### src/rtl/uart_prog_loader_if.sv
// Load/fetch port bundle of the UART program loader: serial input, mode button,
// run-mode fetch port and load-status outputs.
interface uart_prog_loader_if #(
    parameter int WORD_BYTES = 2,
    parameter int ADDR_W     = 8
);
    localparam int DW = 8 * WORD_BYTES;

    logic              rx;
    logic              button;
    logic [ADDR_W-1:0] rd_addr;
    logic [DW-1:0]     rd_data;
    logic              mode;
    logic [ADDR_W:0]   word_count;
    logic              full;
    logic              frame_err;

    modport master (
        output rx, button, rd_addr,
        input  rd_data, mode, word_count, full, frame_err
    );

    modport slave (
        input  rx, button, rd_addr,
        output rd_data, mode, word_count, full, frame_err
    );
endinterface

### src/rtl/uart_prog_loader.sv
// 8N1 UART receiver that packs little-endian bytes into program words and writes
// them to an internal memory in load mode; serves registered fetches in run mode.
module uart_prog_loader #(
    parameter int CLKS_PER_BIT = 234,
    parameter int WORD_BYTES   = 2,
    parameter int ADDR_W       = 8,
    parameter int TIMEOUT_BITS = 20
) (
    input  logic                clk,
    input  logic                reset,
    uart_prog_loader_if.slave   bus
);
    localparam int DW     = 8 * WORD_BYTES;
    localparam int DEPTH  = 1 << ADDR_W;
    localparam int CW     = $clog2(CLKS_PER_BIT);
    localparam int BI_W   = (WORD_BYTES > 1) ? $clog2(WORD_BYTES) : 1;
    localparam int TO_CYC = TIMEOUT_BITS * CLKS_PER_BIT;
    localparam int IW     = $clog2(TO_CYC + 1);
    localparam int LASTI  = WORD_BYTES - 1;

    localparam logic [CW-1:0]   HALF_M1  = CW'(CLKS_PER_BIT / 2 - 1);
    localparam logic [CW-1:0]   BIT_M1   = CW'(CLKS_PER_BIT - 1);
    localparam logic [BI_W-1:0] LAST_B   = BI_W'(LASTI);
    localparam logic [IW-1:0]   TO_M1    = IW'(TO_CYC - 1);
    localparam logic [ADDR_W:0] DEPTH_C  = {1'b1, {ADDR_W{1'b0}}};
    localparam logic [ADDR_W-1:0] ADDR_MAX = {ADDR_W{1'b1}};

    typedef enum logic [1:0] {S_IDLE, S_START, S_DATA, S_STOP} state_t;

    logic rx_s1_q, rx_s2_q, rx_s3_q;
    logic bt_s1_q, bt_s2_q, bt_s3_q;
    state_t state_q, state_d;
    logic [CW-1:0]     cnt_q, cnt_d;
    logic [2:0]        bit_idx_q, bit_idx_d;
    logic [7:0]        shift_q, shift_d;
    logic [BI_W-1:0]   byte_idx_q, byte_idx_d;
    logic [DW-1:0]     word_buf_q, word_buf_d;
    logic [ADDR_W-1:0] wr_addr_q, wr_addr_d;
    logic [ADDR_W:0]   word_count_q, word_count_d;
    logic              full_q, full_d;
    logic              frame_err_q, frame_err_d;
    logic [IW-1:0]     idle_cnt_q, idle_cnt_d;
    logic              mode_q, mode_d;
    logic [DW-1:0]     rd_data_q, rd_data_d;

    logic          byte_valid, stop_err, mem_we, btn_fall, load_entry;
    logic [DW-1:0] wr_word;
    logic [DW-1:0] mem [DEPTH];

    assign btn_fall   = bt_s3_q & ~bt_s2_q;
    assign load_entry = btn_fall & mode_q;

    always_comb begin
        state_d    = state_q;
        cnt_d      = cnt_q + CW'(1);
        bit_idx_d  = bit_idx_q;
        shift_d    = shift_q;
        byte_valid = 1'b0;
        stop_err   = 1'b0;
        case (state_q)
            S_IDLE: begin
                cnt_d = '0;
                if (rx_s3_q && !rx_s2_q) state_d = S_START;
            end
            S_START: if (cnt_q == HALF_M1) begin
                cnt_d     = '0;
                bit_idx_d = '0;
                state_d   = rx_s2_q ? S_IDLE : S_DATA;
            end
            S_DATA: if (cnt_q == BIT_M1) begin
                cnt_d     = '0;
                shift_d   = {rx_s2_q, shift_q[7:1]};
                bit_idx_d = bit_idx_q + 3'd1;
                if (bit_idx_q == 3'd7) state_d = S_STOP;
            end
            S_STOP: if (cnt_q == BIT_M1) begin
                state_d    = S_IDLE;
                byte_valid = rx_s2_q;
                stop_err   = ~rx_s2_q;
            end
            default: state_d = S_IDLE;
        endcase
    end

    always_comb begin
        wr_word                = word_buf_q;
        wr_word[8*LASTI +: 8]  = shift_q;
    end

    // Load state only advances in load mode; run mode leaves it frozen.
    always_comb begin
        mode_d       = mode_q ^ btn_fall;
        byte_idx_d   = byte_idx_q;
        word_buf_d   = word_buf_q;
        wr_addr_d    = wr_addr_q;
        word_count_d = word_count_q;
        full_d       = full_q;
        frame_err_d  = frame_err_q;
        idle_cnt_d   = idle_cnt_q;
        mem_we       = 1'b0;
        if (!mode_q) begin
            idle_cnt_d = '0;
            if (state_q == S_IDLE && byte_idx_q != '0) begin
                if (idle_cnt_q == TO_M1) byte_idx_d = '0;
                else                     idle_cnt_d = idle_cnt_q + IW'(1);
            end
            if (byte_valid) begin
                word_buf_d[8*byte_idx_q +: 8] = shift_q;
                if (byte_idx_q == LAST_B) begin
                    byte_idx_d = '0;
                    if (!full_q) begin
                        mem_we       = 1'b1;
                        word_count_d = word_count_q + 1'b1;
                        full_d       = (word_count_d == DEPTH_C);
                        if (wr_addr_q != ADDR_MAX) wr_addr_d = wr_addr_q + 1'b1;
                    end
                end else begin
                    byte_idx_d = byte_idx_q + BI_W'(1);
                end
            end
            if (stop_err) begin
                frame_err_d = 1'b1;
                byte_idx_d  = '0;
            end
        end
        if (load_entry) begin
            byte_idx_d   = '0;
            wr_addr_d    = '0;
            word_count_d = '0;
            full_d       = 1'b0;
            frame_err_d  = 1'b0;
            idle_cnt_d   = '0;
        end
        rd_data_d = mode_q ? mem[bus.rd_addr] : '0;
    end

    always_ff @(posedge clk or posedge reset) begin
        if (reset) begin
            rx_s1_q      <= 1'b1;
            rx_s2_q      <= 1'b1;
            rx_s3_q      <= 1'b1;
            bt_s1_q      <= 1'b1;
            bt_s2_q      <= 1'b1;
            bt_s3_q      <= 1'b1;
            state_q      <= S_IDLE;
            cnt_q        <= '0;
            bit_idx_q    <= '0;
            shift_q      <= '0;
            byte_idx_q   <= '0;
            word_buf_q   <= '0;
            wr_addr_q    <= '0;
            word_count_q <= '0;
            full_q       <= 1'b0;
            frame_err_q  <= 1'b0;
            idle_cnt_q   <= '0;
            mode_q       <= 1'b0;
            rd_data_q    <= '0;
        end else begin
            rx_s1_q      <= bus.rx;
            rx_s2_q      <= rx_s1_q;
            rx_s3_q      <= rx_s2_q;
            bt_s1_q      <= bus.button;
            bt_s2_q      <= bt_s1_q;
            bt_s3_q      <= bt_s2_q;
            state_q      <= state_d;
            cnt_q        <= cnt_d;
            bit_idx_q    <= bit_idx_d;
            shift_q      <= shift_d;
            byte_idx_q   <= byte_idx_d;
            word_buf_q   <= word_buf_d;
            wr_addr_q    <= wr_addr_d;
            word_count_q <= word_count_d;
            full_q       <= full_d;
            frame_err_q  <= frame_err_d;
            idle_cnt_q   <= idle_cnt_d;
            mode_q       <= mode_d;
            rd_data_q    <= rd_data_d;
        end
    end

    always_ff @(posedge clk) begin
        if (mem_we) mem[wr_addr_q] <= wr_word;
    end

    assign bus.rd_data    = rd_data_q;
    assign bus.mode       = mode_q;
    assign bus.word_count = word_count_q;
    assign bus.full       = full_q;
    assign bus.frame_err  = frame_err_q;
endmodule

### src/flat_wrapper.sv
// flat-port wrapper written by rule: the top's interface ports become plain ports
module uart_prog_loader_flat 
#(
    parameter int CLKS_PER_BIT = 234,
    parameter int WORD_BYTES   = 2,
    parameter int ADDR_W       = 8,
    parameter int TIMEOUT_BITS = 20
)
  (clk, reset, bus_rx, bus_button, bus_rd_addr, bus_rd_data, bus_mode, bus_word_count, bus_full, bus_frame_err);
  uart_prog_loader_if #(.WORD_BYTES(WORD_BYTES), .ADDR_W(ADDR_W)) bus_i ();
  input  logic clk;
  input  logic reset;
  input wire logic [$bits(bus_i.rx)-1:0] bus_rx;
  input wire logic [$bits(bus_i.button)-1:0] bus_button;
  input wire logic [$bits(bus_i.rd_addr)-1:0] bus_rd_addr;
  output wire logic [$bits(bus_i.rd_data)-1:0] bus_rd_data;
  output wire logic [$bits(bus_i.mode)-1:0] bus_mode;
  output wire logic [$bits(bus_i.word_count)-1:0] bus_word_count;
  output wire logic [$bits(bus_i.full)-1:0] bus_full;
  output wire logic [$bits(bus_i.frame_err)-1:0] bus_frame_err;
  assign bus_i.rx = bus_rx;
  assign bus_i.button = bus_button;
  assign bus_i.rd_addr = bus_rd_addr;
  assign bus_rd_data = bus_i.rd_data;
  assign bus_mode = bus_i.mode;
  assign bus_word_count = bus_i.word_count;
  assign bus_full = bus_i.full;
  assign bus_frame_err = bus_i.frame_err;
  uart_prog_loader #(.CLKS_PER_BIT(CLKS_PER_BIT), .WORD_BYTES(WORD_BYTES), .ADDR_W(ADDR_W), .TIMEOUT_BITS(TIMEOUT_BITS)) u_core (.clk(clk), .reset(reset), .bus(bus_i));
endmodule
### config.mk
export PLATFORM = sky130hd
export DESIGN_NAME = uart_prog_loader_flat
export DESIGN_NICKNAME = d
export VERILOG_FILES = /design/src/rtl/uart_prog_loader_if.sv /design/src/rtl/uart_prog_loader.sv /design/src/flat_wrapper.sv
export SDC_FILE = /design/constraint.sdc
export NUM_CORES = 2
export LEC_CHECK = 0
export BUFFER_PORTS_ARGS = -buffer_cell sky130_fd_sc_hd__buf_4
export CORE_ASPECT_RATIO = 0.7
export CORE_MARGIN = 8
export CORE_UTILIZATION = 59
export CTS_BUF_LIST = sky130_fd_sc_hd__clkbuf_4
export DETAILED_ROUTE_END_ITERATION = 7
export GPL_ROUTABILITY_DRIVEN = 0
export PLACE_DENSITY = 0.78
export SYNTH_ARGS = -nofsm -noshare
export SYNTH_HDL_FRONTEND = slang
export SYNTH_SLANG_ARGS = --single-unit
### constraint.sdc
create_clock -name clk -period 3.6 [get_ports clk]
set_input_delay 0.54 -clock clk [delete_from_list [all_inputs] [get_ports clk]]
set_output_delay 0.54 -clock clk [all_outputs]
set_load 0.005 [all_outputs]
==> impl.org <==
** Worst hold path
- Startpoint of the tightest hold check path :: bus_rd_addr[7]
- The path with the worst hold slack has its endpoint at u_core.bus.rd_data[13].
- Number of cells on the worst hold path :: 5
- The path class of the tightest hold or removal check is in -> reg.

** Worst setup path
- For the worst setup path, the data arrival time is 5.11 ns.
- Number of gates on the worst path with buffers counted :: 6
- STA classifies the critical path startpoint as a register.
- Together, buffers and inverters on the worst path number 1.
- CP required :: 5.02 ns
- Number of cell instances on the worst register-to-register path :: 6
- Worst stage delay on the critical path :: 1.33 ns
- Traced cell by cell, the critical path runs through nand2b_1 -> buf_4 -> or4_1 -> a221oi_1 -> nand4_1 -> o22ai_1.
- R2R Path End :: u_core.bus.rd_data[0]
- The startpoint identified for the worst register-to-register timing path is u_core.bus.mode.
- The largest individual stage delay along the critical path comes from the cell sky130_fd_sc_hd__a221oi_1.
- Delay-heaviest family, CP :: compound AO/OA/AOI/OAI gates
- Along the worst path, the maximum fanout reaches 7.
- The most critical setup path has its startpoint at u_core.bus.mode.
- Critical setup path kind :: reg -> reg
- Category of the worst setup path capture point :: register
- The setup check on the worst reg-to-reg path leaves a slack of -0.09 ns.

** Global routing
- The via count of the first global-routing pass was 88,200.
- Gr ovfl total :: 0
- For this run, the total global-route usage over all layers was measured as 0.298.
- The first global-routing pass estimated 625 mm of wire.
- Entering global routing, the biggest net connects 145 pins.
- The initial antenna violation count was 38.

** CTS
- Worst skew pair latency :: 1.52 ns
- The tree is rooted in a sky130_fd_sc_hd__clkbuf_4.
- TritonCTS built the clock tree.
- Buffers from clock root to sink, at most :: 4
- TritonCTS created 900 clock buffers.
- Clock net sink count :: 4,181
- H-tree depth :: 6
- Buffers added to address setup during post-CTS repair amount to 0.
- Clock-pin slew on the worst setup and hold paths :: 0.08 ns

** Drt
- Residual antenna-violating net count after detailed routing :: 0
- After detailed routing, the number of remaining DRC violations is 20.
- Total number of vias :: 89,800
- Count of TritonRoute iterations in the first routing pass :: 8
- Routed Wire Length :: 444 mm
- Dividing the detail-routed wire length by the instance count gives 33.5 um.
- Routed via count divided by cell count :: 6.78
- Violation count after the first detailed-routing iteration :: 15,000

** Synthesis
- In this run, synthesis produced a sequential element count of 4,181.
- Averaged over all synthesized cells, the footprint is 21.3 um^2.
- Yosys cell types :: 73
- After synthesis, the cell types taking the most area are sky130_fd_sc_hd__edfxtp_1, sky130_fd_sc_hd__mux4_2, sky130_fd_sc_hd__mux2i_1, sky130_fd_sc_hd__dfrtp_1, sky130_fd_sc_hd__o221ai_1.
- The number of nets in the synthesized netlist is 7,652.
- The synthesized design contains 4,096 enable-type register cells.
- The Yosys step of the flow raised 0 warnings.
- Synth async-reset ratio :: 0.0203
- Of the synthesized area, sequential elements account for 0.772.
- Summed over all instances, the cell type with the most area after synthesis is sky130_fd_sc_hd__edfxtp_1.
- Proportion of netlist area held by the largest area contributor :: 0.759
- Instance count of the mapped netlist :: 7,620
- For this run, the leading register cell type out of synthesis is sky130_fd_sc_hd__edfxtp_1.
- Post-synthesis cell area :: 162,000 um^2

** Die
- Die Width :: 642 um
- Vert. Die Dim :: 454 um
- The die covers 292,000 um^2.
- I/O pin count :: 40
- The core region is 274,000 um^2.
- Site Rows :: 161
- Initial Utilization :: 0.591

** Power
- IR analysis of the VDD net gives a maximum drop of 0.000362 V.
- Power density of the placed cells :: 512 nW/um^2
- Summed over all cells, the static leakage comes to 50.0 nW.

** Outcome
- Violated checks :: design-rule violations, max-capacitance violations, max-slew violations, negative setup slack
- The run finished, with violations left.

** STA
- Share of the cycle needed by the critical path after routing :: 1.02
- Minimum hold slack :: 0.223 ns
- Worst-margin pin slew :: 1.76 ns
- Max-slew headroom at the worst pin :: -0.171
- For this run, the top clock speed supported by timing is 0.271 GHz.
- The final hold violation count came to 0.
- The total count of max-transition violations in the final report came to 5.
- PnR worst setup slack :: -0.0895 ns
- Setup total negative slack on the finished layout was measured at -0.0895 ns.
- Final min period :: 3.69 ns
- Across the routed clock network, the largest skew measured is 0.139 ns.
- Setup violations remaining at the end of the flow were counted as 1.

** Final layout
- Of the cells placed in the final design, the portion with a size suffix greater than 1 is 0.328.
- The net count of the finished layout is 8,925.
- From synthesis to final layout, the design area changed by 12.9%.

** Placed design
- I/O Buffers :: 39
- Detailed placement ended at an HPWL of 277 mm.

** Job
- The tool flagged a number of max-cap violations equal to 2.
-- worst min-delay path: cells and delay by family --
| family | cells | cell delay, ns |
|---|---|---|
| AOI/OAI and AO/OA | 1 | 0.11 |
| buffers and inverters | 1 | 0.17 |
| and+or+nand+nor | 3 | 0.86 |
-- timing repair --
item	CTS	global route
hold buffers	14	0
endpoints found under the hold margin	97	0
pin swaps	0	0
setup endpoints to repair	15	502
resized for setup	1	6
-- flip-flops by register name, indices dropped and copies added, names as in the netlist, named ones only --
signal                 flops
u_core.bit_idx_q           3
u_core.shift_q             8
u_core.idle_cnt_q         13
u_core.bus.frame_err       1
u_core.rx_s2_q             1
u_core.wr_addr_q           8
u_core.bus.word_count      9
u_core.mem              4096
u_core.bus.rd_data        16
u_core.bt_s1_q             1
u_core.state_q             1
u_core.bt_s3_q             1
u_core.rx_s3_q             1
u_core.byte_idx_q          1
u_core.bus.full            1
u_core.bus.mode            1
u_core.bt_s2_q             1
u_core.word_buf_q          8
u_core.rx_s1_q             1
u_core.cnt_q               8
-- synthesized netlist by cell type, types with 11 or more instances --
cell type / n
sky130_fd_sc_hd__a2111oi_0: 24
sky130_fd_sc_hd__a211oi_1: 38
sky130_fd_sc_hd__a21oi_1: 131
sky130_fd_sc_hd__a221oi_1: 11
sky130_fd_sc_hd__a22o_1: 14
sky130_fd_sc_hd__a22oi_1: 53
sky130_fd_sc_hd__a31oi_1: 13
sky130_fd_sc_hd__and2_1: 27
sky130_fd_sc_hd__and3_1: 17
sky130_fd_sc_hd__buf_1: 16
sky130_fd_sc_hd__buf_2: 93
sky130_fd_sc_hd__buf_4: 41
sky130_fd_sc_hd__buf_6: 78
sky130_fd_sc_hd__buf_8: 31
sky130_fd_sc_hd__clkbuf_1: 182
sky130_fd_sc_hd__dfrtp_1: 79
sky130_fd_sc_hd__edfxtp_1: 4096
sky130_fd_sc_hd__ha_1: 20
sky130_fd_sc_hd__inv_1: 15
sky130_fd_sc_hd__mux2_2: 38
sky130_fd_sc_hd__mux2i_1: 482
sky130_fd_sc_hd__mux4_1: 23
sky130_fd_sc_hd__mux4_2: 816
sky130_fd_sc_hd__nand2_1: 122
sky130_fd_sc_hd__nand2b_1: 32
sky130_fd_sc_hd__nand3_1: 43
sky130_fd_sc_hd__nand4_1: 29
sky130_fd_sc_hd__nor2_1: 331
sky130_fd_sc_hd__nor2b_1: 18
sky130_fd_sc_hd__nor3_1: 106
sky130_fd_sc_hd__nor4_1: 14
sky130_fd_sc_hd__o21ai_0: 85
sky130_fd_sc_hd__o221ai_1: 195
sky130_fd_sc_hd__o22ai_1: 151
sky130_fd_sc_hd__o31ai_1: 25
sky130_fd_sc_hd__xnor2_1: 11
-- final cells by class --
cell class	instances	area, um^2
antenna	23	57.6
clock inverter	223	1240
multi-input combinational	2975	34000
timing repair buffer	819	7660
clock buffer	1354	10200
sequential	4181	125000
inverter	16	70.1
fill	16800	91200
tap	3667	4590
-- cells in the final DEF (no fill, tap or decap), types with 29 or more instances in the layout --
master	n
sky130_fd_sc_hd__edfxtp_1	4096
sky130_fd_sc_hd__clkbuf_4	1354
sky130_fd_sc_hd__mux4_2	816
sky130_fd_sc_hd__buf_4	686
sky130_fd_sc_hd__mux2i_1	482
sky130_fd_sc_hd__nor2_1	327
sky130_fd_sc_hd__o221ai_1	195
sky130_fd_sc_hd__clkinv_1	167
sky130_fd_sc_hd__o22ai_1	151
sky130_fd_sc_hd__a21oi_1	130
sky130_fd_sc_hd__nand2_1	117
sky130_fd_sc_hd__buf_12	115
sky130_fd_sc_hd__nor3_1	102
sky130_fd_sc_hd__o21ai_0	79
sky130_fd_sc_hd__dfrtp_1	63
sky130_fd_sc_hd__a22oi_1	53
sky130_fd_sc_hd__nand3_1	43
sky130_fd_sc_hd__mux2_2	38
sky130_fd_sc_hd__a211oi_1	38
sky130_fd_sc_hd__nand2b_1	31
sky130_fd_sc_hd__nand4_1	29
-- worst max path at each step --
stage / slack (ns) / end
floorplan: -0.40 / u_core.mem[0][8]
global placement: -0.74 / u_core.bus.rd_data[6]
detailed placement: -0.70 / u_core.bus.rd_data[6]
CTS: -0.03 / u_core.mem[128][12]
global route: -0.02 / u_core.mem[18][9]
finish: -0.09 / u_core.bus.rd_data[0]
-- through the flow --
step	setup WS, ns	instances	util	cell area (um^2)	power, mW
5_1_grt	-0.0206	13200	0.667	183000	96.3
6_report	-0.0895	13300	0.667	183000	93.6
4_1_cts	-0.0281	13200	0.667	183000	93.8
2_1_floorplan	-0.396	7620	-	162000	56.2
3_3_place_gp	-0.737	11600	0.625	171000	58.5
3_5_place_dp	-0.699	11600	0.625	171000	58.6
-- where the power goes --
group	switching [mW]	leakage (nW)	internal, mW
clock network	18.0	6.80	17.9
logic	3.13	13.9	1.59
registers	0.312	29.3	52.7
-- logic make-up (layout without fill, tap and decap cells) --
| logic type | after synthesis | count (layout) | share of synthesized area |
|---|---|---|---|
| mux | 1359 | 1359 | 0.150 |
| buf+inv | 464 | 2412 | 0.0188 |
| simple gates | 789 | 789 | 0.0228 |
| other cells | 0 | 23 | 0 |
| fa+ha+maj | 20 | 20 | 0.00154 |
| xor+xnor | 17 | 17 | 0.000919 |
| flops | 4181 | 4181 | 0.772 |
| compound gates | 790 | 790 | 0.0343 |
-- layer usage --
metal  share of wire  track usage  vias to the layer above
li1                -            -                    35300
met1            0.36        0.421                    45300
met2            0.42        0.409                     8030
met3            0.18        0.127                     1167
met4           0.048        0.128                       44
met5          0.0011      0.00560                        -
Note: power is estimated with default switching activity, not from simulation.
